--- src/rtl/icepic_prog_loader.sv ---
// Byte-stream loader for iCEPIC program RAM: packs little-endian byte pairs into
// INST_W-bit words (LOAD) or writes FILL_WORD over an address range (FILL).
module icepic_prog_loader #(
    parameter int                INST_W    = 12,
    parameter int                ADDR_W    = 9,
    parameter logic [INST_W-1:0] FILL_WORD = '0
) (
    input  logic              clk,
    input  logic              rst,
    input  logic              start,
    input  logic              mode,
    input  logic [ADDR_W-1:0] base_addr,
    input  logic [ADDR_W:0]   word_count,
    input  logic              in_valid,
    input  logic [7:0]        in_data,
    output logic              in_ready,
    output logic              mem_we,
    output logic [ADDR_W-1:0] mem_addr,
    output logic [INST_W-1:0] mem_wdata,
    output logic              busy,
    output logic              done,
    output logic              err_range,
    output logic [7:0]        checksum
);

    localparam int         HB      = INST_W - 8;
    localparam logic [7:0] HI_USED = 8'((1 << HB) - 1);

    typedef enum logic [2:0] {IDLE, LO, HI, WR, FILL, FIN} state_t;

    state_t            state;
    logic [ADDR_W-1:0] addr;
    logic [ADDR_W:0]   remaining;
    logic [7:0]        word_lo;
    logic              accept;

    assign accept = in_valid && in_ready;

    // Outputs are registered alongside the state they belong to, so each one
    // is valid during the same cycle that the FSM sits in the matching state.
    always_ff @(posedge clk) begin
        if (rst) begin
            state     <= IDLE;
            addr      <= '0;
            remaining <= '0;
            word_lo   <= '0;
            in_ready  <= 1'b0;
            mem_we    <= 1'b0;
            mem_addr  <= '0;
            mem_wdata <= '0;
            busy      <= 1'b0;
            done      <= 1'b0;
            err_range <= 1'b0;
            checksum  <= '0;
        end else begin
            case (state)
                IDLE: begin
                    if (start) begin
                        checksum  <= '0;
                        err_range <= 1'b0;
                        busy      <= 1'b1;
                        addr      <= base_addr;
                        remaining <= word_count;
                        if (word_count == '0) begin
                            done  <= 1'b1;
                            state <= FIN;
                        end else if (!mode) begin
                            in_ready <= 1'b1;
                            state    <= LO;
                        end else begin
                            // First fill write lands in the very first FILL cycle.
                            mem_we    <= 1'b1;
                            mem_addr  <= base_addr;
                            mem_wdata <= FILL_WORD;
                            addr      <= base_addr + 1'b1;
                            remaining <= word_count - 1'b1;
                            state     <= FILL;
                        end
                    end
                end
                LO: begin
                    if (accept) begin
                        word_lo  <= in_data;
                        checksum <= checksum + in_data;
                        state    <= HI;
                    end
                end
                HI: begin
                    if (accept) begin
                        checksum <= checksum + in_data;
                        if ((in_data & ~HI_USED) != '0) begin
                            err_range <= 1'b1;
                        end
                        mem_we    <= 1'b1;
                        mem_addr  <= addr;
                        mem_wdata <= {in_data[HB-1:0], word_lo};
                        addr      <= addr + 1'b1;
                        remaining <= remaining - 1'b1;
                        in_ready  <= 1'b0;
                        state     <= WR;
                    end
                end
                WR: begin
                    mem_we <= 1'b0;
                    if (remaining == '0) begin
                        done  <= 1'b1;
                        state <= FIN;
                    end else begin
                        in_ready <= 1'b1;
                        state    <= LO;
                    end
                end
                FILL: begin
                    if (remaining == '0) begin
                        mem_we <= 1'b0;
                        done   <= 1'b1;
                        state  <= FIN;
                    end else begin
                        mem_addr  <= addr;
                        addr      <= addr + 1'b1;
                        remaining <= remaining - 1'b1;
                    end
                end
                FIN: begin
                    done  <= 1'b0;
                    busy  <= 1'b0;
                    state <= IDLE;
                end
                default: state <= IDLE;
            endcase
        end
    end

endmodule
--- config.mk ---
export PLATFORM = sky130hd
export DESIGN_NAME = icepic_prog_loader
export DESIGN_NICKNAME = d
export VERILOG_FILES = /design/src/rtl/icepic_prog_loader.sv
export SDC_FILE = /design/constraint.sdc
export NUM_CORES = 1
export LEC_CHECK = 0
export ABC_AREA = 1
export BUFFER_PORTS_ARGS = -buffer_cell sky130_fd_sc_hd__buf_2
export CORE_MARGIN = 3
export CORE_UTILIZATION = 35
export CTS_BUF_LIST = sky130_fd_sc_hd__clkbuf_4 sky130_fd_sc_hd__clkbuf_8 sky130_fd_sc_hd__clkbuf_16
export CTS_CLUSTER_DIAMETER = 40
export DETAILED_ROUTE_END_ITERATION = 8
export PLACE_DENSITY = 0.6
export SLEW_MARGIN = 20
export SYNTH_ARGS = -nofsm -noshare
export SYNTH_HDL_FRONTEND = slang
export SYNTH_SLANG_ARGS = --single-unit
--- constraint.sdc ---
create_clock -name clk -period 1.8 [get_ports clk]
set_input_delay 0.18 -clock clk [delete_from_list [all_inputs] [get_ports clk]]
set_output_delay 0.18 -clock clk [all_outputs]
set_load 0.05 [all_outputs]
[Word level (Yosys, flattened, before mapping)]
Cells that the tools add are included.
W data, S select, Z words.
Cells by class
  muxes and demuxes: 56
  div/mod/pow operators: 0
  $lt $le $gt $ge: 0
  bitwise logic cells: 0
  multipliers: 0
  $add $sub $neg: 5
  reductions and logical operators: 25
  eq/ne operators: 18
  shift-type cells: 0
Operators by type and width (number)
  $mux W9: 10
  $pmux W9 S3: 2
  $mux W10: 5
  $mux W12: 4
  $pmux W10 S3: 1
  $pmux W12 S2: 1
  $ne A2 B2 Y1 const B: 11
  $mux W3: 7
  $logic_not A10 Y1: 2
  $sub A10 B1 Y10 const B: 2
  $add A9 B1 Y9 const B: 2
  $reduce_and A6 Y1: 3
  $mux W1: 17
  $mux W8: 2
  $pmux W8 S2: 1
  $reduce_and A4 Y1: 4
  $pmux W3 S5: 1
  $reduce_bool A3 Y1: 3
  $add A8 B8 Y8: 1
  $reduce_bool A8 Y1: 1
  $eq A3 B2 Y1 const B: 2
  $eq A3 B3 Y1 const B: 2
  $pmux W1 S3: 2
  $reduce_bool A2 Y1: 3
  11 further kinds: 15
Storage, ports and cells
  bits of input ports: 32
  logic and storage cells: 116
  memory bits (writable): 0
  bits in latches: 0
  memory bits (read-only): 0
  memories: 0
  register bits: 64
  output and inout bits: 34

[Logic depth before layout (Yosys ltp)]
Gate-level depths: netlist of the first run.
  word-level depth: 5
  depth in mapped cells: 13
  depth with buffers taken out: 12

[Worst setup path before layout of the first run]
No wires, ideal clock.
  path type: reg2reg
  start point: register checksum[0]
  end point: register checksum[6]
  arrival: 1.692 ns
  cell stages (with the launch flop): 8
  clock period less this slack: 1.824 ns
  data required time: 1.668 ns
  buffers on the path: 0
  library setup time: 0.132 ns
  setup slack: -0.024 ns
  path through: dfxtp_1 > ha_1 > fa_1 > nand4_1 > nand3_1 > or2_2 > nand3_1 > a21oi_1
Between the ends
  cells in the longest elaborated chain, start to end: 3
RTL lines
  start, declared: RTL line 23  | output logic [7:0] checksum
  start signal, assigned: RTL line 84  | checksum <= checksum + in_data;
  start signal, assigned: RTL line 90  | checksum <= checksum + in_data;
  $add A8 B8 Y8: RTL line 84, 90
  $mux W8: RTL line 82, 89
  $pmux W8 S2: RTL line 56  | case (state)
No other way between the ends. The select of a mux whose other input is x is not followed.
A chain may end at the register's enable or synchronous reset.

[Worst setup path after layout of the first run]
  start point: register remaining[0]
  end point: register addr[3]
Between the ends
  cells in the longest elaborated chain, start to end: 3
RTL lines
  start, declared: RTL line 33  | logic [ADDR_W:0] remaining;
  start signal, assigned: RTL line 63  | remaining <= word_count;
  start signal, assigned: RTL line 76  | remaining <= word_count - 1'b1;
  start signal, assigned: RTL line 98  | remaining <= remaining - 1'b1;
  $logic_not A10 Y1: RTL line 114  | if (remaining == '0) begin
  $ne A2 B2 Y1 (no line)
  $reduce_and A4 Y1 (no line)
  end signal, assigned: RTL line 75  | addr <= base_addr + 1'b1;
  end signal, assigned: RTL line 97  | addr <= addr + 1'b1;
  end signal, assigned: RTL line 120  | addr <= addr + 1'b1;
  end, declared: RTL line 32  | logic [ADDR_W-1:0] addr;
No other way between the ends.

==> impl_metrics.toml, run 1 <==
[synth]
postSynthAreaPerCell_um2 = 6.21
synthTopCellsByArea = "dfxtp_1, nand2_1, nor2_1"
synth_flop_cell = "dfxtp_1"
syn-instance-count = 668
async_flop_share_pct = 0
synth_edf_count = 0
synth_cell_type_count = 35
synth_fp_nets = 714
ys_seq_elements = 64
synth_common_cells = "nand2_1, nor2_1, inv_1"
synth_area_leader_cell = "dfxtp_1"
yosysMostFrequentCell = "nand2_1"
synth_warnings = 0
seq_area_frac_synth_pct = 30.9
syn_area_um2 = 4150
synth_top_area_share_pct = 30.9

[grt]
grt_pass1_vias = 4244
grt_max_degree = 35
globalRouteOverflowTotal = 0
grt_util_met1_pct = 22.5
use_met3_pct = 4.26
grt.busiest_layer = "met2"
grt_pass1_wl_um = 19300
use_met2_pct = 29.3
grt_use_total_pct = 18.0
antenna_found_initial = 0

[placement]
place_area_um2 = 4740
dp.cells = 873
io_buffers = 65
hpwlAfterDp_um = 8400
gp_congestion = 0.900

[timing]
finClkSkew_ps = 6.11
drv_slew = 0
rsz0062_at_grt = "true"
timing.final.crit_share_pct = 94.2
finalSetupTns_ps = 0
hold_viol_final = 0
tightest_slew_ps = 482
max_freq_ghz = 0.590
layout_min_cycle_time_ps = 1700
slew_headroom_pct = 67.8
finalSetupViolCount = 0

[detailed_routing]
route.detailed.drc = 0
via_per_inst = 5.04
ant_nets = 0
wl_per_cell_um = 13.6
detailedRoute.firstIterationViolations = 399
postRouteWirelength_um = 12200
vias = 4526
drtPass1Iterations = 5

[clock_tree]
clkSinkCount = 64
clk_latency_ps = 330
ctsHoldBuffers = 0
cts-buffers-inserted = 9
cts.htree.levels = 3
clock_tree.buffer_depth = 2
tritoncts = "yes"
path_clk_slew_ps = 60
cts-root-buf = "clkbuf_16"

[finish]
fillerInstances = 1206
utilization_pct = 45.1
final_area_um2 = 5200
seq_area_um2 = 1280
stdcell_count = 898
multi_input_area_um2 = 2540
n_antenna_cell = 0
syn2layout_area_growth_pct = 25.4
drive_gt1_share_pct = 19.9
finish.net_count = 796

[power_and_ir_drop]
ir_drop_mv = 0.636
leakagePower_uw = 0.00259
power.total_uw = 8590
powerDensity_nw_per_um2 = 1650

[setup_path]
critPathTopFamily = "simple AND/OR/NAND/NOR gates"
crit_type = "register to register"
worstPathRequired_ps = 2020
slowest_delay_ps = 340
cp_data_arrival_time_ps = 1920
cp_num_buf_inv = 3
critPathMaxFanout = 5
cp_slowest_cell = "dfxtp_2"
setup.worst_path.end_class = "register"
cp-start-kind = "register"
path_cells = "inv_2, ha_1, nand3_1, nor2_2, nand2_2, nand2_2, a21oi_4, buf_12, clkbuf_16, o21ai_0, nor2_1, nor2_1"

[status]
outcome = "completed"

[floorplanning]
rows = 39
start_util_pct = 36.0
fp.dieH_um = 115
io-pin-count = 66
die_x_um = 115
coreArea_um2 = 11500
fp.dieArea_um2 = 13200

[worst_hold_path]
min_path_type = "primary input to register"

[flow_run]
cap_violations = 0
-- where the power goes --
part           internal [uW]  switching [uW]  leakage [uW]  total (uW)
registers               1780             276      0.000525        2060
logic                   1760            3040       0.00192        4800
clock network           1080             651      0.000142        1730
-- final timing paths --
check / startpoint / end / slack (ps) / depth (start not counted)
setup / recovery: remaining[0]$_SDFFE_PP0P_ / addr[3]$_SDFFE_PP0P_ / 100 / 12
hold / removal: in_data[0] / word_lo[0]$_SDFFE_PP0P_ / 110 / 3
setup reg to reg: remaining[0]$_SDFFE_PP0P_ / addr[3]$_SDFFE_PP0P_ / 100 / 12
hold reg to reg: mem_wdata[8]$_SDFFE_PP0P_ / mem_wdata[8]$_SDFFE_PP0P_ / 460 / 2
-- worst register-to-register path, stage by stage, from the launching register on --
cell and delay, ps:
dfxtp_2 340, inv_2 50, ha_1 200, nand3_1 100
nor2_2 50, nand2_2 80, nand2_2 80, a21oi_4 180
buf_12 140, clkbuf_16 140, o21ai_0 70, nor2_1 110
nor2_1 50
-- what timing repair did --
item,CTS,global route
endpoints found under the setup margin,12,40
setup buffers,0,4
gates resized for setup,1,19
gates cloned,0,5
pin swaps,0,6
-- per-stage QoR --
step | setup WS (ps) | hold slack, ps
finish | 104 | 111
floorplan | 20.0 | 315
global placement | 50.7 | 447
CTS | 29.7 | 110
detailed placement | -43.0 | 453
global route | -36.4 | 129
-- layout by cell type (no fill, tap or decap), drive strengths merged, types with 12 or more instances in the layout --
cell type / n
buf: 90
dfxtp: 64
clkbuf: 12
nand2: 197
o21ai: 46
ha: 13
nor2: 105
a21oi: 56
nand3: 52
inv: 73
-- layout make-up --
| class | instances | area share, % |
|---|---|---|
| inverters | 73 | 5.27 |
| clock inverters | 6 | 1.16 |
| clock buffers | 10 | 4.48 |
| repair buffers | 92 | 12.1 |
| multi-input cells | 510 | 48.8 |
| flip-flops and latches | 64 | 24.7 |
| well taps | 143 | 3.44 |
-- metal layers --
layer | wire (um) | part of all wire (%) | vias up
li1 | - | - | 2308
met1 | 5570 | 46 | 2034
met2 | 5550 | 45 | 157
met3 | 717 | 5.9 | 27
met4 | 385 | 3.2 | 0
met5 | 0 | 0 | -
-- flip-flops by register name, summed over array words and instances (netlist names) --
| name | count |
|---|---|
| addr | 9 |
| busy | 1 |
| checksum | 8 |
| done | 1 |
| err_range | 1 |
| in_ready | 1 |
| mem_addr | 9 |
| mem_wdata | 12 |
| mem_we | 1 |
| remaining | 10 |
| state | 3 |
| word_lo | 8 |
-- cell families after synthesis --
logic type	count (synthesis)	synth area share [%]
flip-flops	64	30.9
AND/OR/NAND/NOR	375	39.4
XOR/XNOR	10	2.11
buffers and inverters	96	9.27
AO/OA/AOI/OAI	109	13.9
adder cells (fa/ha/maj)	14	4.41
No activity file was read; power rests on OpenSTA's default activity.
==> run 2: changes to the inputs <==
--- a/config.mk
+++ b/config.mk
@@ -5,11 +5,10 @@
 export SDC_FILE = /design/constraint.sdc
 export NUM_CORES = 1
 export LEC_CHECK = 0
-export ABC_AREA = 1
 export BUFFER_PORTS_ARGS = -buffer_cell sky130_fd_sc_hd__buf_2
 export CORE_MARGIN = 3
 export CORE_UTILIZATION = 35
-export CTS_BUF_LIST = sky130_fd_sc_hd__clkbuf_4 sky130_fd_sc_hd__clkbuf_8 sky130_fd_sc_hd__clkbuf_16
+export CTS_BUF_LIST = sky130_fd_sc_hd__clkbuf_4 sky130_fd_sc_hd__clkbuf_8
 export CTS_CLUSTER_DIAMETER = 40
 export DETAILED_ROUTE_END_ITERATION = 8
 export PLACE_DENSITY = 0.6
==> run 2 against run 1 <==
The flow now finishes with violations (setup timing). Via count decreased by 15%. Non-clock buffer count is 40 higher. Count of clock-buffer cells in the layout is 1 lower. Maximum frequency is 7.1% lower. Register-to-register slack got worse by 130 ps. Largest power group unchanged. Highest routed layer unchanged.
==> impl_metrics.toml, run 2 <==
[status]
outcome = "finished with violations"
violations = "setup timing"

[detailed_routing]
ant_nets = 0
detailedRoute.firstIterationViolations = 159
vias = 3832
wl_per_cell_um = 15.1
postRouteWirelength_um = 10900
via_per_inst = 5.29
route.detailed.drc = 0
drtPass1Iterations = 4

[clock_tree]
clkSinkCount = 64
cts-root-buf = "clkbuf_8"
path_clk_slew_ps = 90
cts.htree.levels = 3
ctsHoldBuffers = 0
clk_latency_ps = 350
tritoncts = "yes"
cts-buffers-inserted = 9
clock_tree.buffer_depth = 2

[power_and_ir_drop]
powerDensity_nw_per_um2 = 1530
leakagePower_uw = 0.00211
ir_drop_mv = 0.708

[worst_hold_path]
min_path_type = "primary input to register"
hp-start = "in_data[5]"
holdPathEnd = "word_lo[5]$_SDFFE_PP0P_"
min_path_cells = 3

[finish]
multi_input_area_um2 = 2520
syn2layout_area_growth_pct = 37.7
regMostFlops = "mem_wdata"
layout_common_cells = "buf_2, nor2_1, dfxtp_1, buf_4, nand2_1"
finish.net_count = 629
mostFrequentLayoutCell = "buf_2"
top_regs = "mem_wdata: 12 flops, remaining: 10 flops"
largest_register_ffs = 12
stdcell_count = 724
fillerInstances = 1020
drive_gt1_share_pct = 37.8
n_antenna_cell = 0
seq_area_um2 = 1310

[placement]
gp_congestion = 0.881
dp.cells = 698
hpwlAfterDp_um = 8010
io_buffers = 65

[synth]
synth_cell_type_count = 65
synth_area_leader_cell = "dfxtp_1"
synth_fp_nets = 515
seq_area_frac_synth_pct = 33.6
synth_top_area_share_pct = 33.6
synthTopCellsByArea = "dfxtp_1, nor2_1, a21oi_1"
synth_edf_count = 0
synth_warnings = 0
ys_seq_elements = 64
synth_common_cells = "dfxtp_1, nor2_1, nand2_1"
postSynthAreaPerCell_um2 = 8.12
syn_area_um2 = 3810
async_flop_share_pct = 0
synth_flop_cell = "dfxtp_1"
syn-instance-count = 469

[setup_path]
worstReg2RegEnd = "addr[7]$_SDFFE_PP0P_"
r2r_slack_ps = -20
cp-start-kind = "register"
crit_type = "register to register"
critPathMaxFanout = 5
worstPathRequired_ps = 2030
setup.worst_path.end_class = "register"
cp_data_arrival_time_ps = 2050
r2r_cells = 7
r2r_start = "remaining[5]$_SDFFE_PP0P_"

[timing]
rsz0062_at_grt = "true"
hold_viol_final = 0
worst_slack_ps = -24.4
drv_slew = 0
tightest_slew_ps = 432
max_freq_ghz = 0.548
finalSetupViolCount = 3
layout_min_cycle_time_ps = 1820
timing.final.crit_share_pct = 101
finClkSkew_ps = 14.7
finalSetupTns_ps = -51.7
slew_headroom_pct = 70.9

[flow_run]
cap_violations = 0

[floorplanning]
fp.dieH_um = 110
fp.dieArea_um2 = 12200
die_x_um = 110
coreArea_um2 = 10500
io-pin-count = 66
rows = 37
start_util_pct = 36.4

[grt]
globalRouteOverflowTotal = 0
grt_pass1_wl_um = 17500
grt_max_degree = 21
grt.busiest_layer = "met2"
use_met2_pct = 28.9
use_met3_pct = 4.54
grt_use_total_pct = 18.0
antenna_found_initial = 0
grt_util_met1_pct = 24.5
grt_pass1_vias = 3708
==> run 2: logic make-up after synthesis <==
family	Yosys count	synth area share, %
compound gates	122	23.1
fa+ha+maj	14	4.79
flops	64	33.6
simple gates	195	26.0
mux	10	2.63
xor+xnor	20	4.60
buf+inv	44	5.29
==> run 2: worst max-delay path by stage <==
stage                                    from                        end  slack (ps)
global route        remaining[5]$_SDFFE_PP0P_  remaining[5]$_SDFFE_PP0P_        -110
finish              remaining[5]$_SDFFE_PP0P_       addr[7]$_SDFFE_PP0P_         -20
CTS                  checksum[1]$_SDFFE_PP0P_   checksum[7]$_SDFFE_PP0P_         -20
global placement     checksum[1]$_SDFFE_PP0P_   checksum[7]$_SDFFE_PP0P_          -2
floorplan            checksum[1]$_SDFFE_PP0P_   checksum[7]$_SDFFE_PP0P_         -10
detailed placement   checksum[1]$_SDFFE_PP0P_   checksum[7]$_SDFFE_PP0P_         -80
==> run 2: metal layers <==
layer	routed length, um	share of wire, %	up-vias
met4	71	0.65	0
met5	0	0	-
met1	5140	47	1821
li1	-	-	1923
met3	559	5.1	7
met2	5150	47	81
==> run 2: where the power goes <==
part,internal (uW),total (uW),leakage [uW],switching [uW]
Sequential,1760,2050,0.000529,295
Combinational,2000,4530,0.00147,2530
Clock,794,1420,0.000110,629
==> run 2: per-stage QoR <==
stage | util [%] | hold slack (ps) | worst slack, ps | total power, uW | instance area (um2)
2_1_floorplan | - | 327 | -11.4 | 4610 | 3910
5_1_grt | 50.1 | 140 | -115 | 8560 | 5250
6_report | 50.1 | 136 | -24.4 | 8010 | 5250
4_1_cts | 47.7 | 121 | -20.2 | 7390 | 4990
3_3_place_gp | 45.4 | 433 | -2.13 | 5860 | 4750
3_5_place_dp | 45.4 | 443 | -76.4 | 5930 | 4750
==> run 2: layout make-up <==
class                      count  share of cell area, %
clock buffer                   9                   2.36
clock inverter                 7                   1.96
inverter                      15                   1.07
multi-input combinational    361                   48.1
sequential                    64                   24.9
tap                          136                   3.24
timing repair buffer         132                   18.3
==> run 2: repair_timing <==
item,CTS,global route
resized for setup,1,41
cloned,0,2
pin swaps,3,18
endpoints found under the setup margin,5,42
buffers inserted,1,8
==> run 2: critical path, cell delays in order, from the launching register on <==
cell,delay (ps)
dfxtp_2,320
or3_4,390
nand4b_4,210
o21ai_4,250
buf_6,150
buf_6,120
a21oi_1,50
o221a_1,230
==> run 3: changes to the inputs <==
--- a/config.mk
+++ b/config.mk
@@ -7,11 +7,12 @@
 export LEC_CHECK = 0
 export BUFFER_PORTS_ARGS = -buffer_cell sky130_fd_sc_hd__buf_2
 export CORE_MARGIN = 3
-export CORE_UTILIZATION = 35
+export CORE_UTILIZATION = 58
 export CTS_BUF_LIST = sky130_fd_sc_hd__clkbuf_4 sky130_fd_sc_hd__clkbuf_8
 export CTS_CLUSTER_DIAMETER = 40
 export DETAILED_ROUTE_END_ITERATION = 8
-export PLACE_DENSITY = 0.6
+export GPL_ROUTABILITY_DRIVEN = 0
+export PLACE_DENSITY = 0.88
 export SLEW_MARGIN = 20
 export SYNTH_ARGS = -nofsm -noshare
 export SYNTH_HDL_FRONTEND = slang
==> run 3 against run 2 <==
The run still ends with setup timing left. Count of clock-buffer cells in the layout did not move. Clock skew barely moved. Sequential share of layout area barely moved. Global-route usage rose by 15 points. Via count rose by 20%. Critical path type unchanged. Largest cell class unchanged.
==> impl_metrics.toml, run 3 (synthesized netlist as in run 2, its figures left out) <==
[floorplanning]
rows = 28
die_x_um = 87.1
io-pin-count = 66
fp.dieH_um = 87.1
coreArea_um2 = 6130
fp.dieArea_um2 = 7580
start_util_pct = 62.1

[timing]
hold_viol_final = 0
finalSetupViolCount = 34
tightest_slew_ps = 492
drv_slew = 0
rsz0062_at_grt = "true"
finClkSkew_ps = 14.7
worst_slack_ps = -171
slew_headroom_pct = 67.2
max_freq_ghz = 0.507
timing.final.crit_share_pct = 109
layout_min_cycle_time_ps = 1970
whs_ps = 145

[detailed_routing]
drtPass1Iterations = 6
route.detailed.drc = 0
vias = 4616
detailedRoute.firstIterationViolations = 590
wl_per_cell_um = 22.1
via_per_inst = 6.96
postRouteWirelength_um = 14600
ant_nets = 0

[finish]
layout_common_cells = "buf_2, nor2_1, dfxtp_1, buf_4, nand2_1"
largest_register_ffs = 12
syn2layout_area_growth_pct = 37.7
top_regs = "mem_wdata: 12 flops, remaining: 10 flops"
final_area_um2 = 5250
regMostFlops = "mem_wdata"
n_antenna_cell = 0
finish.net_count = 629
drive_gt1_share_pct = 39.6
mostFrequentLayoutCell = "buf_2"

[setup_path]
crit_type = "register to register"
crit_end = "remaining[6]$_SDFFE_PP0P_"
worstReg2RegEnd = "remaining[6]$_SDFFE_PP0P_"
r2r_cells = 8
worstPathRequired_ps = 2070
cpMostUsedCell = "nand2b_1"
critPathLaunch = "remaining[1]$_SDFFE_PP0P_"
cp_data_arrival_time_ps = 2240
path_cells = "inv_1, buf_4, ha_1, nand2b_1, nand2b_1, o21ai_0, a21oi_1, nor3_1"
setup.worst_path.end_class = "register"
r2r_start = "remaining[1]$_SDFFE_PP0P_"
cp-start-kind = "register"
critPathMaxFanout = 5
slowest_delay_ps = 340
cp_slowest_cell = "dfxtp_1"
r2r_slack_ps = -170

[clock_tree]
clk_latency_ps = 360
tritoncts = "yes"
path_clk_slew_ps = 80
cts-root-buf = "clkbuf_8"
clkSinkCount = 64
clock_tree.buffer_depth = 2
cts.htree.levels = 3
cts-buffers-inserted = 9

[power_and_ir_drop]
leakagePower_uw = 0.00213
combPwrFrac_pct = 57.5
p_int_uw = 4660
swShare_pct = 46.4
powerDensity_nw_per_um2 = 1660
seqPwrFrac_pct = 24.1
pwr-share-clk_pct = 18.4
ir_drop_mv = 1.24
p_switching_uw = 4030
power.total_uw = 8700

[grt]
globalRouteOverflowTotal = 0
grt_pass1_vias = 4064
grt_use_total_pct = 32.7
grt_pass1_wl_um = 19400
antenna_found_initial = 0
grt_max_degree = 22

[flow_run]
cap_violations = 0

[status]
outcome = "finished with violations"
violations = "setup timing"

[placement]
io_buffers = 65
place_area_um2 = 4570
hpwlAfterDp_um = 7870

[worst_hold_path]
min_path_type = "primary input to register"
min_path_cells = 3
run 3: cell types whose count changed in the layout (fill, tap and decap cells not counted), sizes merged:
cell	previous run	this run
buf	130	131
bufinv	2	3
clkbuf	11	9
clkinv	2	1
clkinvlp	1	0
inv	17	18
nor2	67	68
run 3: layout make-up:
cell class / instances / area (um2)
fill: 287 / 886
multi-input combinational: 362 / 2620
timing repair buffer: 131 / 920
clock buffer: 9 / 124
tap: 75 / 93.8
clock inverter: 7 / 125
sequential: 64 / 1310
inverter: 15 / 56.3
run 3: how the worst min path moves through the flow:
stage,startpoint,endpoint,slack (ps)
finish,in_data[5],word_lo[5]$_SDFFE_PP0P_,140
global route,base_addr[8],mem_addr[8]$_SDFFE_PP0P_,140
CTS,in_data[5],word_lo[5]$_SDFFE_PP0P_,120
detailed placement,mem_we$_SDFFE_PP0P_,mem_we$_SDFFE_PP0P_,460
global placement,mem_we$_SDFFE_PP0P_,mem_we$_SDFFE_PP0P_,440
floorplan,in_data[0],word_lo[0]$_SDFFE_PP0P_,330
run 3: metal layers:
metal	vias up	GRT usage, %	part of all wire (%)
li1	1928	-	-
met1	2116	41.6	35
met2	422	52.0	45
met3	150	6.43	12
met4	0	17.3	8.0
met5	-	0	0
run 3: through the flow:
stage                     setup WS [ps]  TNS [ps]  util, %  instances
after floorplan                   -11.4     -11.4        -        469
final                              -171     -2520     85.6        663
after CTS                         -39.9      -188     79.6        649
after global placement             16.7         0     74.5        628
after global routing               -255     -5340     85.6        663
after detailed placement          -42.5      -273     74.5        628
run 3: power by group through the flow:
stage | logic [uW] | registers [uW] | clock network, uW
3_5_place_dp | 3610 | 2030 | 0
4_1_cts | 3780 | 2010 | 1580
2_1_floorplan | 2230 | 2380 | 0
3_3_place_gp | 3460 | 2010 | 0
5_1_grt | 5220 | 2120 | 1660
6_report | 5000 | 2090 | 1600
run 3: timing repair:
| action | CTS | global route |
|---|---|---|
| buffers inserted | 6 | 14 |
| setup endpoints to repair | 14 | 44 |
| hold buffers | 0 | 0 |
| gates cloned | 0 | 1 |
| gates resized for setup | 7 | 59 |
| pin swaps | 9 | 25 |
run 3: worst max-delay path: cells and delay by family, from the launching register on:
kind                     cells  cell delay [ps]
adder cells (fa/ha/maj)      1              250
buffers and inverters        2              230
AO/OA/AOI/OAI                2              390
flip-flops                   1              340
AND/OR/NAND/NOR              3              670
